File: config.mk
export PLATFORM = sky130hd
export DESIGN_NAME = bank_isu_credit_return
export DESIGN_NICKNAME = d
export VERILOG_FILES = /design/src/rtl/bank_isu_credit_return.sv
export SDC_FILE = /design/constraint.sdc
export NUM_CORES = 2
export LEC_CHECK = 0
export ABC_AREA = 1
export CAP_MARGIN = 15
export CORE_MARGIN = 2
export CORE_UTILIZATION = 40
export DETAILED_ROUTE_END_ITERATION = 16
export PLACE_DENSITY = 0.68
export SLEW_MARGIN = 10
export SYNTH_ARGS = -nofsm -noshare
export SYNTH_HDL_FRONTEND = slang
export SYNTH_SLANG_ARGS = --single-unit
File: constraint.sdc
create_clock -name clk -period 7.5 [get_ports clk]
set_input_delay 0.75 -clock clk [delete_from_list [all_inputs] [get_ports clk]]
set_output_delay 0.75 -clock clk [all_outputs]
set_load 0.02 [all_outputs]
File: src/rtl/bank_isu_credit_return.sv
// ============================================================================
// Module   : bank_isu_credit_return
// Purpose  : Per-channel read-response FIFOs with round-robin arbitration onto
//            one valid/ready port and a registered credit-release pulse.
// Revision : 1.0  initial release
// ============================================================================
`default_nettype none

module bank_isu_credit_return #(
    parameter int CHANNEL_NUM = 3,
    parameter int PTR_WIDTH   = 8,
    parameter int DATA_WIDTH  = 64,
    parameter int BUF_DEPTH   = 8
) (
    input  logic                              clk,
    input  logic                              rst,
    input  logic [CHANNEL_NUM-1:0]            ch_rsp_valid,
    input  logic [CHANNEL_NUM*PTR_WIDTH-1:0]  ch_rsp_id,
    input  logic [CHANNEL_NUM*DATA_WIDTH-1:0] ch_rsp_data,
    output logic                              rsp_valid,
    input  logic                              rsp_ready,
    output logic [PTR_WIDTH-1:0]              rsp_id,
    output logic [DATA_WIDTH-1:0]             rsp_data,
    output logic [1:0]                        rsp_ch_id,
    output logic [CHANNEL_NUM-1:0]            channels_credit_release,
    output logic                              overflow_err
);

    localparam int              c_AW      = $clog2(BUF_DEPTH);
    localparam int              c_CW      = c_AW + 1;
    localparam logic [c_CW-1:0] c_FULL    = c_CW'(BUF_DEPTH);
    localparam logic [1:0]      c_LAST_CH = 2'(CHANNEL_NUM - 1);

    logic [PTR_WIDTH-1:0]   r_mem_id   [CHANNEL_NUM][BUF_DEPTH];
    logic [DATA_WIDTH-1:0]  r_mem_data [CHANNEL_NUM][BUF_DEPTH];
    logic [c_AW-1:0]        r_wr_ptr   [CHANNEL_NUM];
    logic [c_AW-1:0]        r_rd_ptr   [CHANNEL_NUM];
    logic [c_CW-1:0]        r_count    [CHANNEL_NUM];
    logic [1:0]             r_rr_ptr;
    logic                   r_lock;
    logic [1:0]             r_lock_ch;
    logic [CHANNEL_NUM-1:0] r_credit;
    logic                   r_ovf;

    logic [1:0]             w_scan_ch;
    logic                   w_found;
    logic [1:0]             w_gnt;
    logic                   w_valid;
    logic                   w_hs;
    logic [CHANNEL_NUM-1:0] w_pop;
    logic [CHANNEL_NUM-1:0] w_push;
    logic [CHANNEL_NUM-1:0] w_drop;

    // First non-empty channel starting at the round-robin pointer.
    always_comb begin
        logic [2:0] idx;
        w_found   = 1'b0;
        w_scan_ch = r_rr_ptr;
        idx       = '0;
        for (int k = 0; k < CHANNEL_NUM; k++) begin
            idx = {1'b0, r_rr_ptr} + 3'(k);
            if (idx >= 3'(CHANNEL_NUM)) idx = idx - 3'(CHANNEL_NUM);
            if (!w_found && (r_count[idx[1:0]] != '0)) begin
                w_found   = 1'b1;
                w_scan_ch = idx[1:0];
            end
        end
    end

    // A stalled grant keeps its channel so the presented beat stays stable.
    assign w_gnt   = r_lock ? r_lock_ch : w_scan_ch;
    assign w_valid = (r_count[w_gnt] != '0);
    assign w_hs    = w_valid & rsp_ready;

    always_comb begin
        w_pop  = '0;
        w_push = '0;
        w_drop = '0;
        for (int c = 0; c < CHANNEL_NUM; c++) begin
            w_pop[c]  = w_hs && (w_gnt == 2'(c));
            w_push[c] = ch_rsp_valid[c] && ((r_count[c] != c_FULL) || w_pop[c]);
            w_drop[c] = ch_rsp_valid[c] && (r_count[c] == c_FULL) && !w_pop[c];
        end
    end

    always_ff @(posedge clk) begin
        if (rst) begin
            for (int c = 0; c < CHANNEL_NUM; c++) begin
                r_wr_ptr[c] <= '0;
                r_rd_ptr[c] <= '0;
                r_count[c]  <= '0;
            end
            r_rr_ptr  <= '0;
            r_lock    <= 1'b0;
            r_lock_ch <= '0;
            r_credit  <= '0;
            r_ovf     <= 1'b0;
        end else begin
            for (int c = 0; c < CHANNEL_NUM; c++) begin
                if (w_push[c]) r_wr_ptr[c] <= r_wr_ptr[c] + 1'b1;
                if (w_pop[c])  r_rd_ptr[c] <= r_rd_ptr[c] + 1'b1;
                case ({w_push[c], w_pop[c]})
                    2'b10:   r_count[c] <= r_count[c] + 1'b1;
                    2'b01:   r_count[c] <= r_count[c] - 1'b1;
                    default: r_count[c] <= r_count[c];
                endcase
            end
            if (w_hs) r_rr_ptr <= (w_gnt == c_LAST_CH) ? 2'd0 : w_gnt + 2'd1;
            r_lock    <= w_valid & ~rsp_ready;
            r_lock_ch <= w_gnt;
            r_credit  <= w_pop;
            r_ovf     <= r_ovf | (|w_drop);
        end
    end

    // Storage needs no reset; pointers and counts define what is valid.
    always_ff @(posedge clk) begin
        for (int c = 0; c < CHANNEL_NUM; c++) begin
            if (w_push[c]) begin
                r_mem_id[c][r_wr_ptr[c]]   <= ch_rsp_id[c*PTR_WIDTH +: PTR_WIDTH];
                r_mem_data[c][r_wr_ptr[c]] <= ch_rsp_data[c*DATA_WIDTH +: DATA_WIDTH];
            end
        end
    end

    assign rsp_valid               = w_valid;
    assign rsp_id                  = w_valid ? r_mem_id[w_gnt][r_rd_ptr[w_gnt]]   : '0;
    assign rsp_data                = w_valid ? r_mem_data[w_gnt][r_rd_ptr[w_gnt]] : '0;
    assign rsp_ch_id               = w_valid ? w_gnt : 2'd0;
    assign channels_credit_release = r_credit;
    assign overflow_err            = r_ovf;

endmodule

`default_nettype wire

==> reports/qor.yml <==
num-fill-cells: 14960
unrepaired_setup_endpoints_after_global_routing: "no"
core_area_um2: 174000
initial_util: 0.402
worst_setup_slack_post_dpl_ns: 1.18
synth_cell_types: 49
drt_iter0_markers: 5940
synth_compound_gate_area_share: 0.0928
floorplan.die.height_um: 422
synthDominantAreaCellType: "sky130_fd_sc_hd__edfxtp_1"
worstMarginPinSlew_ns: 1.43
final.period_utilization: 0.945
detail_route.vias_per_cell: 5.71
cts_tree: "yes"
crit_path_start_kind: "flop"
synth_xor_xnor_area_share: 0.00151
max-cap-violations: 0
end_kind: "primary output"
maximum_count_of_clock_buffers_along_a_single_path: 3
synth.cell_area_um2: 69800
result_of_the_run: "finished clean"
detail_route.drc_violations: 0
clock_tree.root_cell: "sky130_fd_sc_hd__clkbuf_16"
synthCells: 5242
die_area_um2: 178000
cts_inserted_buffers: 173
regArea_um2: 53000
adder_cell_fraction_of_synth_area: 0.00470
setup_tns_ns: 0
postRouteAntennaNets: 0
r2r_setup_slack_ns: 1.12
final_nets: 5737
fp_rows: 153
global_route.overflow_total: 0
pin_count_of_the_biggest_net_entering_global_routing: 212
timing.slew.headroom: 0.0442
post-route-worst-setup-slack_ns: 0.411
multi_input_area_um2: 15100
drive_gt1_frac: 0.0952
synth_top_family_by_area: "simple AND/OR/NAND/NOR gates"
total_routing_usage_gr: 0.235
routed_via_count: 45561
ys_async_sr_fraction: 0
critPathRequiredTime_ns: 6.75
report.final.setup_viol: 0
clock_sink_count: 1767
fin_worst_skew_ns: 0.0552
synthToLayoutAreaGrowth_pct: 15.8
critPathArrivalTime_ns: 6.34
class_of_the_most_critical_setup_path: "flop to primary output"
synth.mux.area_fraction: 0
finalCriticalPeriod_ns: 7.09
hold_violations: 0
drt_first_pass_iters: 6
min_path_type: "flop to flop"
io_buffers: 300
htree_levels: 4
postSynthRegisterBits: 1767
top_fanout_value_on_the_critical_path: 207
synthesis.yosys.warnings: 0
dp_hpwl_um: 110000
synth_area_leaders: "sky130_fd_sc_hd__edfxtp_1, sky130_fd_sc_hd__nor2_1, sky130_fd_sc_hd__o21ai_0, sky130_fd_sc_hd__nand2_1, sky130_fd_sc_hd__o22ai_1"
grt_pass1_wl_um: 307000
slew_viol_final: 0
synthesis.nets: 5489
wirelength_um: 215000
routabilityCongestion: 0.845
first_global_vias: 43542
worst_skew_pair.late_latency_ns: 0.82
worst_setup_hold_path_clk_slew_ns: 0.06
hold_buffer_count_at_cts: 0
synth.yosys.seq_area_share: 0.759
horizontal_die_dimension_um: 422
final_cell_area_um2: 80900
max_clock_freq_mhz: 141
synth_ff_type: "sky130_fd_sc_hd__edfxtp_1"
synthSimpleGateAreaFrac: 0.114
number_of_antenna_violations_at_the_first_check_in_global_routing: 40
placed_cell_area_um2: 75400
synth_largest_type_area_fraction: 0.756
final_core_util: 0.466
average_instance_area_after_synthesis_um2: 13.3
synth_edf_count: 1758
pin_count: 301
detail_route.wl_per_cell_um: 27.0
-- worst paths after layout --
kind	startpoint	endpoint	cells past startpoint
setup / recovery	r_rr_ptr[0]	rsp_data[1]	22
hold / removal	r_rr_ptr[0]	r_rr_ptr[0]	2
setup reg to reg	r_rr_ptr[0]	r_mem_data[1][90]	21
hold reg to reg	r_rr_ptr[0]	r_rr_ptr[0]	2
-- cells by family after synthesis --
logic type      after synthesis
simple gates               1885
flops                      1767
compound gates             1168
buf+inv                     385
fa+ha+maj                    25
xor+xnor                     12
-- stage by stage --
stage / instances / hold slack [ns]
after global routing: 7972 / 0.548
after floorplan: 5242 / 0.484
after global placement: 7640 / 0.533
final: 7974 / 0.518
after CTS: 7957 / 0.520
after detailed placement: 7640 / 0.511
-- synthesized netlist by cell type, types with 13 or more instances --
cell type	number
sky130_fd_sc_hd__o21bai_1	13
sky130_fd_sc_hd__o21ai_0	547
sky130_fd_sc_hd__a21oi_1	69
sky130_fd_sc_hd__buf_2	175
sky130_fd_sc_hd__clkbuf_1	68
sky130_fd_sc_hd__ha_1	23
sky130_fd_sc_hd__nand3_1	199
sky130_fd_sc_hd__buf_6	14
sky130_fd_sc_hd__nor2_1	788
sky130_fd_sc_hd__buf_4	49
sky130_fd_sc_hd__inv_1	60
sky130_fd_sc_hd__edfxtp_1	1758
sky130_fd_sc_hd__or2_2	157
sky130_fd_sc_hd__o22ai_1	370
sky130_fd_sc_hd__o211ai_1	33
sky130_fd_sc_hd__or2_1	34
sky130_fd_sc_hd__o21ai_1	121
sky130_fd_sc_hd__nand2_1	672
-- critical path: stages (launching register included) --
cell                              delay, ns
sky130_fd_sc_hd__dfxtp_1               0.40
sky130_fd_sc_hd__inv_1                 0.11
sky130_fd_sc_hd__ha_1                  0.43
sky130_fd_sc_hd__inv_2                 0.11
sky130_fd_sc_hd__nor2_1                0.10
sky130_fd_sc_hd__nand3_1               0.09
sky130_fd_sc_hd__nand3_1               0.10
sky130_fd_sc_hd__nand2_2               0.09
sky130_fd_sc_hd__nor2_4                0.15
sky130_fd_sc_hd__nand3_1               0.09
sky130_fd_sc_hd__nand2_1               0.07
sky130_fd_sc_hd__inv_1                 0.04
sky130_fd_sc_hd__nand2_2               0.10
sky130_fd_sc_hd__nand2_8               0.24
sky130_fd_sc_hd__nand2_8               0.52
sky130_fd_sc_hd__buf_12                0.62
sky130_fd_sc_hd__o21ai_0               0.23
sky130_fd_sc_hd__o21ai_0               0.23
sky130_fd_sc_hd__nand2_1               0.08
sky130_fd_sc_hd__nand2_1               0.08
sky130_fd_sc_hd__a21oi_1               0.09
sky130_fd_sc_hd__nor2_1                0.31
sky130_fd_sc_hd__clkdlybuf4s50_1       0.68
-- layout by cell type (no fill, tap or decap), types with 6 or more instances in the layout --
| cell type | count |
|---|---|
| sky130_fd_sc_hd__buf_12 | 36 |
| sky130_fd_sc_hd__clkbuf_1 | 34 |
| sky130_fd_sc_hd__nor2_1 | 764 |
| sky130_fd_sc_hd__inv_1 | 60 |
| sky130_fd_sc_hd__or2_1 | 34 |
| sky130_fd_sc_hd__clkinv_2 | 25 |
| sky130_fd_sc_hd__and3_1 | 8 |
| sky130_fd_sc_hd__ha_1 | 23 |
| sky130_fd_sc_hd__o21bai_1 | 13 |
| sky130_fd_sc_hd__nand2_1 | 671 |
| sky130_fd_sc_hd__xnor2_1 | 7 |
| sky130_fd_sc_hd__nand2_2 | 9 |
| sky130_fd_sc_hd__o22ai_1 | 370 |
| sky130_fd_sc_hd__clkdlybuf4s50_1 | 300 |
| sky130_fd_sc_hd__bufinv_16 | 8 |
| sky130_fd_sc_hd__nor2_4 | 25 |
| sky130_fd_sc_hd__o21ai_1 | 121 |
| sky130_fd_sc_hd__nand3_1 | 199 |
| sky130_fd_sc_hd__o21ai_0 | 547 |
| sky130_fd_sc_hd__o211ai_1 | 33 |
| sky130_fd_sc_hd__clkbuf_16 | 173 |
| sky130_fd_sc_hd__diode_2 | 17 |
| sky130_fd_sc_hd__a21oi_1 | 69 |
| sky130_fd_sc_hd__clkinv_16 | 7 |
| sky130_fd_sc_hd__clkinv_1 | 55 |
| sky130_fd_sc_hd__or2_2 | 157 |
| sky130_fd_sc_hd__clkinvlp_4 | 6 |
| sky130_fd_sc_hd__edfxtp_1 | 1758 |
| sky130_fd_sc_hd__dfxtp_1 | 9 |
| sky130_fd_sc_hd__buf_4 | 55 |
-- state kept, by name (all words and copies together), names as in the netlist --
register / cells
r_mem_data: 1536
r_lock: 1
r_rr_ptr: 2
r_count: 12
r_wr_ptr: 9
r_lock_ch: 2
channels_credit_release: 3
r_rd_ptr: 9
overflow_err: 1
r_mem_id: 192
-- cell type report --
cell class	instances	area share
flip-flops and latches	1767	0.655
multi-input cells	3090	0.187
clock buffers	207	0.0551
repair buffers	392	0.0513
well taps	2325	0.0360
clock inverters	110	0.0121
inverters	66	0.00316
diodes	17	0.000526
-- metal layers --
metal | track usage | up-vias | wire (um)
li1 | - | 19683 | -
met1 | 0.317 | 22706 | 84200
met2 | 0.377 | 2727 | 102000
met3 | 0.0478 | 415 | 21600
met4 | 0.0896 | 30 | 7320
met5 | 0 | - | 196
-- what timing repair did --
item	in CTS	in global routing
resized for setup	0	1
endpoints found under the setup margin	0	1
endpoints found under the hold margin	0	0
setup buffers	0	0
Power is not shown: default switching activity piles up to over one toggle a cycle in this logic, so the estimate is an artifact.
